`src/rtl/logic_op_arbiter.sv`:
```
// Two-requester round-robin front end for a registered logic unit (AND/OR/NAND/NOR).
// One operation in flight at a time: IDLE grant -> ISSUE pulse -> WAIT capture -> RESP handshake.
module logic_op_arbiter #(
  parameter int WIDTH_IN_DATA  = 16,
  parameter int WIDTH_OUT_DATA = 16
) (
  input  logic                      CLK_logic,
  input  logic                      RST_logic,
  input  logic [1:0]                req_valid,
  input  logic [WIDTH_IN_DATA-1:0]  req_a0,
  input  logic [WIDTH_IN_DATA-1:0]  req_b0,
  input  logic [WIDTH_IN_DATA-1:0]  req_a1,
  input  logic [WIDTH_IN_DATA-1:0]  req_b1,
  input  logic [1:0]                req_fun0,
  input  logic [1:0]                req_fun1,
  output logic [1:0]                req_ready,
  output logic [WIDTH_IN_DATA-1:0]  A_logic,
  output logic [WIDTH_IN_DATA-1:0]  B_logic,
  output logic [1:0]                ALU_FUN_logic,
  output logic                      Logic_Enable,
  input  logic [WIDTH_OUT_DATA:0]   Logic_OUT,
  input  logic                      Logic_Flag,
  output logic                      rsp_valid,
  input  logic                      rsp_ready,
  output logic                      rsp_id,
  output logic [WIDTH_OUT_DATA:0]   rsp_data,
  output logic                      rsp_err,
  output logic [7:0]                op_count
);

  typedef enum logic [1:0] {IDLE, ISSUE, WAIT, RESP} state_t;

  state_t                   state, state_nxt;
  logic                     last_gnt;
  logic                     gnt_id;
  logic                     accept;
  logic [1:0][WIDTH_IN_DATA-1:0] req_a, req_b;
  logic [1:0][1:0]          req_fun;
  logic [WIDTH_IN_DATA-1:0] a_q, b_q;
  logic [1:0]               fun_q;
  logic                     id_q;

  assign req_a   = {req_a1, req_a0};
  assign req_b   = {req_b1, req_b0};
  assign req_fun = {req_fun1, req_fun0};

  // On contention the requester not granted last wins; a lone requester always wins.
  always_comb begin
    if (&req_valid) gnt_id = ~last_gnt;
    else            gnt_id = req_valid[1];
  end

  assign accept = (state == IDLE) && (|req_valid);

  always_ff @(posedge CLK_logic or negedge RST_logic) begin
    if (!RST_logic) state <= IDLE;
    else            state <= state_nxt;
  end

  // req_ready is gated by the reset pin so it drops the moment reset asserts.
  always_comb begin
    state_nxt     = state;
    req_ready     = '0;
    Logic_Enable  = 1'b0;
    A_logic       = '0;
    B_logic       = '0;
    ALU_FUN_logic = '0;
    rsp_valid     = 1'b0;
    case (state)
      IDLE: begin
        if (accept) begin
          if (RST_logic) req_ready[gnt_id] = 1'b1;
          state_nxt = ISSUE;
        end
      end
      ISSUE: begin
        Logic_Enable  = 1'b1;
        A_logic       = a_q;
        B_logic       = b_q;
        ALU_FUN_logic = fun_q;
        state_nxt     = WAIT;
      end
      WAIT: state_nxt = RESP;
      RESP: begin
        rsp_valid = 1'b1;
        if (rsp_ready) state_nxt = IDLE;
      end
      default: state_nxt = IDLE;
    endcase
  end

  always_ff @(posedge CLK_logic or negedge RST_logic) begin
    if (!RST_logic) begin
      last_gnt <= 1'b1;
      a_q      <= '0;
      b_q      <= '0;
      fun_q    <= '0;
      id_q     <= 1'b0;
      rsp_data <= '0;
      rsp_id   <= 1'b0;
      rsp_err  <= 1'b0;
      op_count <= '0;
    end else begin
      if (accept) begin
        last_gnt <= gnt_id;
        a_q      <= req_a[gnt_id];
        b_q      <= req_b[gnt_id];
        fun_q    <= req_fun[gnt_id];
        id_q     <= gnt_id;
      end
      // Logic unit output is registered, so it is valid during WAIT.
      if (state == WAIT) begin
        rsp_data <= Logic_OUT;
        rsp_id   <= id_q;
        rsp_err  <= ~Logic_Flag;
      end
      if (state == RESP && rsp_ready) op_count <= op_count + 8'd1;
    end
  end

endmodule

```
`config.mk`:
```
export PLATFORM = sky130hd
export DESIGN_NAME = logic_op_arbiter
export DESIGN_NICKNAME = d
export VERILOG_FILES = /design/src/rtl/logic_op_arbiter.sv
export SDC_FILE = /design/constraint.sdc
export NUM_CORES = 1
export LEC_CHECK = 0
export BUFFER_PORTS_ARGS = -buffer_cell sky130_fd_sc_hd__buf_4
export CAP_MARGIN = 20
export CORE_UTILIZATION = 40
export DETAILED_ROUTE_END_ITERATION = 7
export PLACE_DENSITY = 0.72
export SKIP_LAST_GASP = 1
export SLEW_MARGIN = 20
export SYNTH_ARGS = -nofsm -noshare
export SYNTH_HDL_FRONTEND = slang
export SYNTH_SLANG_ARGS = --single-unit
```
`constraint.sdc`:
```
create_clock -name CLK_logic -period 2.03 [get_ports CLK_logic]
set_clock_uncertainty 0.05 [all_clocks]
set_input_delay 0.3045 -clock CLK_logic [delete_from_list [all_inputs] [get_ports CLK_logic]]
set_output_delay 0.3045 -clock CLK_logic [all_outputs]
set_load 0.03 [all_outputs]
```
# == Word-level counts from Yosys, hierarchy flattened ==
# Cells that the tools add are included.
# word_totals
mem_bits_rw,0
register_bits,65
wordCells,47
memories,0
latch_bits,0
input_bits,91
romBits,0
output_inout_bits,65
# op_classes
bitwise,2
n_reduce_logical,7
div,0
shift,0
n_lt_le_gt_ge,2
muxes,20
eq_ne,5
n_mul,0
addsub,1
# op_table
cell,count
16-bit 2-to-1 mux,6
2-bit 2-to-1 mux,8
"8-bit by 1-bit adder with 8-bit output, second input constant",1
2-bit one-hot mux with 4 select lines,1
"2-bit == test, second input constant",2
1-bit 2-to-1 mux,4
"2-bit != test, second input constant",2
2-bit AND reduction,2
1-bit logical AND,3
"2-bit by 1-bit == test with 1-bit output, second input constant",1
2-bit zero test,1
"1-bit by 2-bit less-than comparator with 1-bit output, second input constant",1
1-bit NOT,2
2-bit OR reduction,1
1-bit demux with 1-bit select,1
"1-bit >= comparator, second input constant",1

# == Depth between registers and ports, before layout ==
# depth
depth_word,9
ltp_mapped,7
depth_no_buf,5

# == Least setup slack after synthesis ==
# OpenSTA, ideal clock, no wires.
# synth_timing
path_type,register -> output
start,register state[1]
end,output ALU_FUN_logic[0]
t_required_ns,1.676
path_stages_with_launch,5
path_buffers,1
slack_ns,0.233
t_arrival_ns,1.442
path_cell_list,dfrtp_1 inv_1 ha_1 clkbuf_1 and2_1
# synth_between
elab_chain_cells,2
# synth_rtl
element,line_no,source
start: declaration,33,"state_t state, state_nxt;"
start signal: assignment,57,else state <= state_nxt;
2-bit by 1-bit == test with 1-bit output,69,case (state)
2-bit 2-to-1 mux,69,
end: declaration,19,"output logic [1:0] ALU_FUN_logic,"
# Every way passes these cells.

# == Final worst setup path ==
# layout_timing
start,register state[0]
end,output req_ready[0]
# layout_between
elab_chain_cells,4
# layout_rtl
element,line_no,source
2-bit zero test *,"53, 69",
1-bit logical AND,53,assign accept = (state == IDLE) && (|req_valid);
2-bit 2-to-1 mux,71,if (accept) begin
2-bit 2-to-1 mux *,69,
end: declaration,16,"output logic [1:0] req_ready,"
# Mark *: on every way between the ends. The rest lies on a longest branch, timed or not.

==> flow_summary.toml <==
[global_routing]
overflow = 0
grt_pass1_wl_um = 13400
grt_pass1_vias = 2818
grt_antenna_before_repair = 0
grt_max_degree = 37
grt.total_usage_pct = 20.6

[placement]
gp_congestion = 0.799
port-buffer-count = 155
place_area_sq_mm = 0.00436
hpwl_um = 5840

[floorplan]
initial_core_util_pct = 42.1
design.core.area_sq_mm = 0.00737
die_w_um = 90.1
io-pin-count = 156
die_y_um = 90.1
num_rows = 31
dieArea_sq_mm = 0.00812

[clock_network]
clockRootBuffer = "clkbuf_8"
cts_setup_buffers = 0
clk_latency_ps = 330
cts.clk_slew.worst_paths_ps = 70
cts_num_sinks = 65
h-tree-depth = 3
cts_buffers = 9
clockBufferDepth = 2
cts_tree = "yes"

[critical_path]
path_max_fanout = 7
reg2reg_depth = 6
cpMaxStageDelayCell = "dfrtp_1"
max_stage_delay_ps = 410
required_ps = 1680
crit_type = "flip-flop to output pin"
crit_arrival_ps = 1620
start_kind = "flip-flop"
path_cells = "inv_1, ha_2, o21a_1, and3_1, buf_4"
endpoint_kind = "output pin"

[power_and_ir_drop]
p_switching_uw = 3180
pwr-share-seq_pct = 31.2
power_frac_comb_pct = 54.6
p_int_uw = 4240
leakagePower_uw = 0.00228
switching_share_pct = 42.9
power_density_mw_per_mm2 = 1620
power_frac_clock_pct = 14.2
peakVddDrop_mv = 0.848

[route]
wirelength_um = 8010
vias = 2849
wl_per_cell_um = 13.8
drt-vias-per-instance = 4.91
firstDrtPassIters = 4
antenna_left = 0
drt_iter0_markers = 124
drcViolationCount = 0

[logic_synthesis]
synth_top_flop_cell = "dfrtp_1"
synthCells = 317
synth_edf_count = 0
ys_top_cells_by_area = "dfrtp_1, a21oi_1, mux2_2"
syn_nets = 414
ys_async_sr_fraction_pct = 100
synth_most_common_cell = "a21oi_1"
synth.distinct_cells = 29
syn_area_sq_mm = 0.00310
synth_top_cell_area_share_pct = 51.6
ys_seq_area_share_pct = 52.4
yosys-top-cells-count = "a21oi_1, dfrtp_1, nor2_1"
syn_avg_cell_area_sq_um = 9.79
synth_seq_cells = 65
synth_warnings = 0
synth_largest_area_cell = "dfrtp_1"

[run_status]
status = "finished, final reports clean"

[sta]
timing.final.crit_share_pct = 97.2
finalHoldViolCount = 0
period_minus_slack_ps = 1970
slew_headroom_pct = 70.4
max_clock_freq_mhz = 507
maxSlewViolCount = 0
worst_slew_pin_slew_ps = 445
rsz0062_at_grt = "yes"
fin_hold_ws_ps = 97.0
setup_viol = 0

[cells_and_area]
fin_nets = 573
areaGrowthSynthToFinish_pct = 47.4
drive_gt1_share_pct = 42.6
utilization_pct = 62.1
fillCellCount = 664
antennaDiodeCount = 0
seqCellArea_sq_mm = 0.00163
multi_input_area_sq_mm = 0.00134
fin_area_sq_mm = 0.00457

[min_path]
whs_path_depth = 2
min_path_type = "input pin to flip-flop"

[run]
maxCapViolCount = 0
-- cells by family (layout without fill, tap and decap cells) --
family	count (synthesis)	after routing	synth area share, %
xor gates and xnor gates	7	7	1.98
buffers and inverters	24	188	4.39
and+or+nand+nor	117	117	17.7
muxes	22	22	7.90
AOI/OAI and AO/OA	76	76	13.2
adders and majority gates	6	6	2.42
DFF	65	65	52.4
-- metrics by stage --
step	cells	setup TNS, ps	worst slack [ps]	power (uW)
floorplan	317	0	233	4950
global placement	563	0	364	6300
detailed placement	563	0	308	6390
CTS	580	0	19.9	7480
global route	580	-149	-55.9	7930
finish	580	0	57.5	7420
-- layer usage --
| metal | vias to the layer above | global-route usage (%) | part of all wire [%] |
|---|---|---|---|
| met2 | 120 | 34.6 | 47 |
| met5 | - | 0 | 0 |
| li1 | 1375 | - | - |
| met1 | 1346 | 25.3 | 43 |
| met3 | 8 | 7.45 | 8.8 |
| met4 | 0 | 4.84 | 0.72 |
-- final cells by class --
| class | instances | area share, % |
|---|---|---|
| sequential | 65 | 35.6 |
| multi-input combinational | 228 | 29.3 |
| inverter | 4 | 0.328 |
| timing repair buffer | 168 | 27.9 |
| clock inverter | 3 | 0.875 |
| clock buffer | 13 | 3.25 |
| tap | 99 | 2.71 |
-- flip-flops by register name, summed over array words and instances, names as in the netlist --
name      flops
last_gnt      1
rsp_data     17
fun_q         2
rsp_id        1
state         2
b_q          16
a_q          16
rsp_err       1
id_q          1
op_count      8
-- power by group through the flow --
stage	combinational [uW]	sequential [uW]	clock [uW]
finish	4050	2310	1050
global placement	4000	2300	0
CTS	4080	2310	1090
global route	4390	2390	1150
detailed placement	4060	2330	0
floorplan	2230	2720	0
-- repair_timing --
item / in CTS / in global routing
hold buffers: 1 / 0
pin swaps: 0 / 0
endpoints found under the setup margin: 20 / 35
hold endpoints to repair: 64 / 0
resized for setup: 2 / 2
-- worst max-delay path, delay by kind of cell, from the launching register on --
kind,cells,cell delay [ps]
AOI/OAI and AO/OA,1,160
and+or+nand+nor,1,150
DFF,1,410
buffers and inverters,2,300
adders and majority gates,1,270
-- layout by cell type, fill, tap and decap left out --
master         synthesis  routed
and2_1                34      34
mux2_2                20      20
a21boi_4               1       1
dfrtp_1               64      64
clkinv_2               0       2
xnor2_1                6       6
inv_1                  4       4
ha_2                   0       1
nor2_1                38      38
a21bo_2                1       1
a21oi_1               70      70
ha_1                   6       5
and4_1                 1       1
dlygate4sd3_1          0       1
clkbuf_8               0      10
bufinv_16              0       1
buf_12                 0       1
nand4_1                2       2
a22o_1                 1       1
o21a_1                 1       1
a31oi_1                1       1
o21ai_2                1       1
dfstp_2                1       1
clkbuf_1               3       3
buf_4                  5     166
nor2b_1                1       1
xor2_1                 1       1
nand3_1                1       1
nand2_1               37      37
and3_1                 2       2
mux2i_1                2       2
or3b_1                 1       1
-- worst paths after layout --
check / from / end / slack [ps]
max: state[0]$_DFFE_PN0P_ / req_ready[0] / 60
min: Logic_Flag / rsp_err$_DFFE_PN0N_ / 100
max reg2reg: state[0]$_DFFE_PN0P_ / b_q[11]$_DFFE_PN0N_ / 350
min reg2reg: op_count[7]$_DFFE_PN0P_ / op_count[7]$_DFFE_PN0P_ / 450
max in group asynchronous: RST_logic / rsp_id$_DFFE_PN0N_ / 1030
min in group asynchronous: RST_logic / op_count[7]$_DFFE_PN0P_ / 560
(Power assumes the default switching activity.)
